$ cat src/rtl/fpu_div_seq_pkg.sv
// Shared encodings for the sequential FP-side divider.
package fpu_div_seq_pkg;
  localparam int WIDTH_DEF = 32;

  typedef enum logic [1:0] {
    IDLE = 2'd0,
    RUN  = 2'd1,
    FIX  = 2'd2
  } state_e;

  localparam logic DIV_SIGNED   = 1'b0;
  localparam logic DIV_UNSIGNED = 1'b1;
endpackage

$ cat src/rtl/fpu_div_seq_div_step.sv
// One restoring-division iteration: shift in the next dividend bit, trial-subtract, restore on borrow.
module div_step
  import fpu_div_seq_pkg::*;
#(
  parameter int W = WIDTH_DEF
) (
  input  logic [W:0]   rem_i,
  input  logic         bit_i,
  input  logic [W-1:0] dvsr_i,
  output logic [W:0]   rem_o,
  output logic         q_o
);
  logic [W+1:0] shl, diff;

  always_comb begin
    shl   = {rem_i, bit_i};
    diff  = shl - {2'b00, dvsr_i};
    // a clear sign bit means the trial subtraction did not borrow
    q_o   = ~diff[W+1];
    rem_o = q_o ? diff[W:0] : shl[W:0];
  end
endmodule

$ cat src/rtl/fpu_div_seq.sv
// Iterative radix-2 restoring divider with start/busy/done handshake and signed fix-up.
module fpu_div_seq
  import fpu_div_seq_pkg::*;
#(
  parameter int WIDTH = WIDTH_DEF
) (
  input  logic             clk,
  input  logic             reset,
  input  logic             start,
  input  logic             DIVctrl,
  input  logic [0:WIDTH-1] fbusA,
  input  logic [0:WIDTH-1] fbusB,
  output logic [0:WIDTH-1] quotient,
  output logic [0:WIDTH-1] remainder,
  output logic             busy,
  output logic             done,
  output logic             div_by_zero
);
  localparam int CW = (WIDTH > 1) ? $clog2(WIDTH) : 1;

  state_e             state_q;
  logic [CW-1:0]      cnt_q;
  logic [WIDTH:0]     prem_q, prem_d;
  logic [WIDTH-1:0]   dq_q, dvsr_q;
  logic [WIDTH-1:0]   a_in, b_in, a_mag, b_mag;
  logic [WIDTH-1:0]   quot_q, rem_q;
  logic               qneg_q, rneg_q, dbz_q;
  logic               busy_q, done_q, dbzo_q;
  logic               is_signed, b_zero, q_bit;

  assign a_in      = fbusA;
  assign b_in      = fbusB;
  assign is_signed = (DIVctrl == DIV_SIGNED);
  assign b_zero    = (b_in == '0);
  assign a_mag     = (is_signed && a_in[WIDTH-1]) ? -a_in : a_in;
  assign b_mag     = (is_signed && b_in[WIDTH-1]) ? -b_in : b_in;

  // dq_q shifts dividend bits out of the MSB while quotient bits enter at the LSB
  div_step #(.W(WIDTH)) u_step (
    .rem_i  (prem_q),
    .bit_i  (dq_q[WIDTH-1]),
    .dvsr_i (dvsr_q),
    .rem_o  (prem_d),
    .q_o    (q_bit)
  );

  always_ff @(posedge clk or posedge reset) begin
    if (reset) begin
      state_q <= IDLE;
      cnt_q   <= '0;
      prem_q  <= '0;
      dq_q    <= '0;
      dvsr_q  <= '0;
      qneg_q  <= 1'b0;
      rneg_q  <= 1'b0;
      dbz_q   <= 1'b0;
      quot_q  <= '0;
      rem_q   <= '0;
      busy_q  <= 1'b0;
      done_q  <= 1'b0;
      dbzo_q  <= 1'b0;
    end else begin
      done_q <= 1'b0;
      unique case (state_q)
        IDLE: if (start) begin
          qneg_q  <= is_signed & (a_in[WIDTH-1] ^ b_in[WIDTH-1]);
          rneg_q  <= is_signed & a_in[WIDTH-1];
          dbz_q   <= b_zero;
          // divide-by-zero returns the dividend exactly as presented
          dq_q    <= b_zero ? a_in : a_mag;
          dvsr_q  <= b_mag;
          prem_q  <= '0;
          cnt_q   <= '0;
          busy_q  <= 1'b1;
          state_q <= b_zero ? FIX : RUN;
        end
        RUN: begin
          prem_q <= prem_d;
          dq_q   <= {dq_q[WIDTH-2:0], q_bit};
          cnt_q  <= cnt_q + 1'b1;
          if (cnt_q == CW'(WIDTH - 1)) state_q <= FIX;
        end
        FIX: begin
          if (dbz_q) begin
            quot_q <= '1;
            rem_q  <= dq_q;
          end else begin
            quot_q <= qneg_q ? -dq_q : dq_q;
            rem_q  <= rneg_q ? -prem_q[WIDTH-1:0] : prem_q[WIDTH-1:0];
          end
          dbzo_q  <= dbz_q;
          done_q  <= 1'b1;
          busy_q  <= 1'b0;
          state_q <= IDLE;
        end
        default: state_q <= IDLE;
      endcase
    end
  end

  assign quotient    = quot_q;
  assign remainder   = rem_q;
  assign busy        = busy_q;
  assign done        = done_q;
  assign div_by_zero = dbzo_q;
endmodule

$ cat config.mk
export PLATFORM = sky130hd
export DESIGN_NAME = fpu_div_seq
export DESIGN_NICKNAME = d
export VERILOG_FILES = /design/src/rtl/fpu_div_seq_pkg.sv /design/src/rtl/fpu_div_seq_div_step.sv /design/src/rtl/fpu_div_seq.sv
export SDC_FILE = /design/constraint.sdc
export NUM_CORES = 1
export LEC_CHECK = 0
export BUFFER_PORTS_ARGS = -buffer_cell sky130_fd_sc_hd__buf_4
export CAP_MARGIN = 15
export CELL_PAD_IN_SITES_DETAIL_PLACEMENT = 1
export CELL_PAD_IN_SITES_GLOBAL_PLACEMENT = 2
export CORE_UTILIZATION = 39
export CTS_CLUSTER_SIZE = 16
export DETAILED_ROUTE_END_ITERATION = 8
export GPL_ROUTABILITY_DRIVEN = 0
export PLACE_DENSITY_LB_ADDON = 0.3
export SKIP_CTS_REPAIR_TIMING = 1
export SLEW_MARGIN = 25
export SYNTH_ARGS = -nofsm -noshare
export SYNTH_HDL_FRONTEND = slang
export SYNTH_SLANG_ARGS = --single-unit
$ cat constraint.sdc
create_clock -name clk -period 9.2 [get_ports clk]
set_input_delay 1.38 -clock clk [delete_from_list [all_inputs] [get_ports clk]]
set_output_delay 1.38 -clock clk [all_outputs]
set_load 0.01 [all_outputs]
* After elaboration in Yosys (flattened, before gate mapping)
Index checks and enable logic that the tools add are counted.
** Cells by class
- Add/subtract/negate cells :: 6
- Equality and inequality tests :: 5
- Multiplexer cells :: 21
- Bitwise operators :: 5
- Reductions and logical operators :: 10
** Operators with widths (number)
- 2-to-1 mux 32 bit :: 8
- negation 32 bit :: 4
- 2-to-1 mux 33 bit :: 2
- case mux 33 bit (2 select lines) :: 1
- case mux 32 bit (2 select lines) :: 1
- subtractor 34 x 32 -> 34 bit :: 1
- logical NOT 32 bit :: 1
- case mux 5 bit (2 select lines) :: 1
- AND reduction 2 bit :: 4
- 2-to-1 mux 2 bit :: 3
- adder 5 x 1 -> 5 bit, second input constant :: 1
- equality test 5 bit, second input constant :: 1
- 2-to-1 mux 5 bit :: 1
- != test 2 bit, second input constant :: 2
- case mux 2 bit (2 select lines) :: 1
- nonzero test 2 bit :: 2
- AND 1 bit :: 2
- equality test 2 x 1 -> 1 bit, second input constant :: 1
- equality test 2 bit, second input constant :: 1
- logical AND 1 bit :: 2
- logical NOT 2 bit :: 1
- 2-to-1 mux 1 bit :: 2
- NOT 1 bit :: 2
- case mux 1 bit (2 select lines) :: 1
- bitwise XOR 1 bit :: 1
** Storage, ports and cells
- Bits in registers :: 174
- Input port bits :: 68
- Output and inout port bits :: 67

* Logic depth before layout (Yosys ltp)
- Depth in word-level cells :: 6
- Mapped depth :: 13
- Gate-level depth less buffers :: 13

* Hierarchy
From an unflattened synthesis, not the netlist that was laid out.
** Unflattened totals
- Cells, all modules :: 1338
- Area, all modules :: 11549.8 um^2
** Modules (own cells, without submodules)
- fpu_div_seq :: instances 1, cells an instance 1010, area each 9379.0 um^2
- div_step :: instances 1, cells an instance 328, area each 2170.8 um^2

* Least setup slack after synthesis
No wires, ideal clock.
- Path type :: input port to flip-flop
- From :: input port fbusB[23] (netlist name)
- To :: register dq_q[11]
- Setup time :: 136 ps
- Arrival :: 3626 ps
- Slack :: 5438 ps
- Stages :: 11
- Buffers on the path :: 2
- Cells stage by stage :: or4_1 nor3_1 and4b_1 clkbuf_1 nand2_1 or3_1 nand2b_1 buf_2 a21oi_1 xnor2_1 a21oi_1
** On the way
- Longest elaborated chain between the ends :: 4
** Ends and longest elaborated chain
- from (decl) :: line fpu_div_seq.sv:12 : input logic [0:WIDTH-1] fbusB,
- logical NOT 32 bit :: line fpu_div_seq.sv:34 : assign b_zero = (b_in == '0);
- 2-to-1 mux 32 bit :: line fpu_div_seq.sv:70 : dq_q <= b_zero ? a_in : a_mag;
- 2-to-1 mux 32 bit :: line fpu_div_seq.sv:65 : IDLE: if (start) begin
- case mux 32 bit (2 select lines) :: line fpu_div_seq.sv:64 : unique case (state_q)
- to (signal assigned) :: line fpu_div_seq.sv:70
- to (signal assigned) :: line fpu_div_seq.sv:79 : dq_q <= {dq_q[WIDTH-2:0], q_bit};
- to (decl) :: line fpu_div_seq.sv:24 : logic [WIDTH-1:0] dq_q, dvsr_q;
Every way passes these cells. The select of a mux whose other input is x is not followed.
A chain may end at the register's enable or synchronous reset.

* Worst setup path in the final report
- From :: register dq_q[31]
- To :: register prem_q[29]
** On the way
- Longest elaborated chain between the ends :: 3
** Ends and longest elaborated chain
- subtractor 34 x 32 -> 34 bit :: line fpu_div_seq_div_step.sv:17 : diff = shl - {2'b00, dvsr_i};
- 2-to-1 mux 33 bit :: line fpu_div_seq_div_step.sv:20 : rem_o = q_o ? diff[W:0] : shl[W:0];
- case mux 33 bit (2 select lines) :: line fpu_div_seq.sv:64
- to (signal assigned) :: line fpu_div_seq.sv:78 : prem_q <= prem_d;
- to (decl) :: line fpu_div_seq.sv:23 : logic [WIDTH:0] prem_q, prem_d;
Every way passes these cells.

==> flow_summary_export.csv <==
group,metric,value,unit
outcome,status,"finished, final reports clean",
timing,hold_viol_final,0,
synth,yosysSeqAreaShare,38.25,%
global_routing,antenna_found_initial,0,
timing,period_needed,4.012,ns
finish,layout-drive-gt1-share,13.86,%
synth,synth_top_cell_by_area,"dfrtp_1",
timing,period_share,43.61,%
floorplan,core_area,28700,sq um
finish,num_antenna_cells,0,
global_routing,busiest_layer,"met2",
worst_setup_path,rrSetupSlack,5.19,ns
global_routing,track_usage,22.25,%
floorplan,row_count,62,
floorplan,start_util,39.66,%
finish,syn_to_final_growth,16.63,%
global_routing,grt_util_met1,30.67,%
clock_tree,worstSkewPairLatency,0.45,ns
finish,multi_input_area,6563,sq um
floorplan,fp.dieH,172.8,um
drt,ant_nets,0,
synth,synthCells,1340,
global_routing,use_met2,37.01,%
worst_setup_path,reg2reg_from,"dq_q[31]$_DFFE_PP0P_",
placement,io_buffers,134,
drt,drt_wl_total,32.48,mm
global_routing,met3_usage,2.595,%
power_and_ir_drop,leakagePower,0.005871,uW
worst_setup_path,r2r_end,"prem_q[29]$_DFFE_PP0P_",
floorplan,fp.dieW,172.8,um
drt,drt_iter0_drc,541,
floorplan,ios,135,
worst_hold_path,min_path_type,"reg -> reg",
worst_setup_path,startpoint_type,"register",
synth,synthFlopType,"dfrtp_1",
drt,post_drt_via_cell_ratio,5.433,
worst_setup_path,end_kind,"register",
worst_setup_path,path_buf_inv,2,
global_routing,grt_first_pass_wirelength,53.64,mm
synth,synth_nets,1447,
worst_hold_path,whs_path_depth,2,
worst_setup_path,required,9.52,ns
flow_run,cap_violations,0,
global_routing,grt_max_degree,109,
finish,final_cell_mix,"173 x dfrtp_1, 163 x nand2_1, 143 x buf_4, 111 x a21oi_1, 107 x nor2_1",
synth,synthTopCellsByArea,"dfrtp_1 38%, xor2_1 5.9%, nand2_1 5.4%",
synth,syn_avg_cell_area,8.495,sq um
drt,num_vias,9926,
synth,postSynth.asyncResetShare,100.0,%
synth,ys_types,68,
worst_setup_path,critPathMaxFanout,33,
timing,grt_setup_unrepaired,"no",
clock_tree,cts_max_path_buffers,2,
drt,drc,0,
clock_tree,cts.sinks,174,
timing,max_freq,249.3,MHz
global_routing,overflow,0,
clock_tree,cts_tree,"built",
worst_hold_path,min_to,"dvsr_q[18]$_DFFE_PP0P_",
worst_setup_path,slowest_stage,"o41a_1",
synth,synth_top_area_share,38.25,%
worst_setup_path,crit_type,"reg -> reg",
worst_setup_path,cpPeakStageDelay,0.50,ns
timing,tns,0,ns
timing,slew_headroom,32.51,%
drt,drt_pre_antenna_iters,4,
timing,setup_viol,0,
timing,hold-worst-slack,0.4830,ns
floorplan,dieArea,29880,sq um
timing,finalMaxSlewViolations,0,
worst_hold_path,worstHoldStart,"dvsr_q[18]$_DFFE_PP0P_",
synth,ys_ff_latch,174,
synth,yosysWarnings,0,
worst_setup_path,cp_cell_sequence,"inv_1 > ha_1 > nand2b_1 > a21o_1 > a211oi_1 > nor3_1 > o41a_1 > o31ai_2 > xor2_4 > buf_4 > nor2_1 > a221o_1",
clock_tree,cts_buffers,17,
placement,dpl.hpwl,24.34,mm
synth,synth_edf_count,0,
finish,nFillCells,3484,
clock_tree,cts-root-buf,"clkbuf_16",
clock_tree,cts.clk_slew.worst_paths,0.08,ns
timing,worst_pin_slew,1.009,ns
synth,syn_area,11380,sq um
timing,finClkSkew,0.01601,ns
clock_tree,cts_htree_levels,4,
finish,register_area,4355,sq um
worst_setup_path,crit_family,"compound AO/OA/AOI/OAI gates",
finish,final_common_cell,"dfrtp_1",
drt,avgRoutedWirePerCell,17.78,um
worst_setup_path,worstPathArrival,4.33,ns
power_and_ir_drop,peakVddDrop,0.1541,mV
worst_setup_path,worstRegToRegCells,12,
power_and_ir_drop,p_per_area,382.5,nW/um^2
global_routing,grt_pass1_vias,10206,
finish,nNetsFinal,1538,
-- cells in the mapped netlist, drive strengths merged (17+ instances only) --
cell type / count
xnor2: 70
nor2: 109
mux2i: 32
xor2: 77
a21oi: 111
a21o: 17
a22oi: 25
dfrtp: 174
o31ai: 26
inv: 60
nand2: 164
ha: 38
o21ai: 159
buf: 19
clkbuf: 52
nor3: 18
-- worst min-delay path, cell delays in order (launching register included) --
cell	delay (ns)
dfrtp_1	0.34
nand2_1	0.05
o21ai_0	0.06
-- registers in the layout, indices dropped and copies added, names as in the netlist --
register     flops
prem_q          33
dq_q            32
dvsr_q          32
quotient        32
remainder       32
cnt_q            5
state_q          2
busy             1
dbz_q            1
div_by_zero      1
done             1
qneg_q           1
rneg_q           1
-- per-layer routing --
metal / share of wire, % / wire length (um)
met5: 0 / 0
met4: 1.3 / 429
met3: 3.5 / 1136
met2: 46 / 14930
met1: 49 / 15990
-- power by group --
group / switching [uW] / internal [uW]
Combinational: 1600 / 1290
Sequential: 423 / 1050
Clock: 354 / 361
Total: 2370 / 2710
-- stage by stage --
step,total power (uW),std cells,area [sq um],util (%),setup WS (ns)
after floorplan,3600,1340,11380,-,3.103
after CTS,5111,1827,13270,46.24,5.090
after detailed placement,4383,1796,12700,44.25,4.770
final,5078,1827,13280,46.26,5.188
after global placement,4297,1796,12690,44.23,4.815
after global routing,5538,1827,13280,46.26,4.901
-- how the worst max path moves through the flow --
stage / startpoint / endpoint / slack (ns) / depth (start not counted)
final: dq_q[31]$_DFFE_PP0P_ / prem_q[29]$_DFFE_PP0P_ / 5.19 / 12
after global routing: dq_q[31]$_DFFE_PP0P_ / prem_q[29]$_DFFE_PP0P_ / 4.90 / 12
after CTS: dq_q[31]$_DFFE_PP0P_ / prem_q[30]$_DFFE_PP0P_ / 5.09 / 12
after detailed placement: fbusB[23] / dq_q[12]$_DFFE_PP0P_ / 4.77 / 10
after global placement: fbusB[23] / dq_q[8]$_DFFE_PP0P_ / 4.82 / 10
after floorplan: reset / busy$_DFFE_PP0P_ / 3.10 / 1
-- layout make-up --
cell class	count	share of cell area, %
flip-flops and latches	174	32.81
inverters	60	1.753
repair buffers	143	8.086
well taps	384	3.619
clock buffers	17	3.204
multi-input cells	1035	49.43
clock inverters	14	1.103
-- cells by family after synthesis --
family | after synthesis | share of synthesized area, %
adder cells (fa/ha/maj) | 39 | 4.353
AND/OR/NAND/NOR | 401 | 16.65
AO/OA/AOI/OAI | 415 | 22.00
XOR/XNOR | 147 | 11.31
flip-flops | 174 | 38.25
multiplexers | 33 | 2.913
buffers and inverters | 131 | 4.517
No activity file was read; power rests on OpenSTA's default activity.
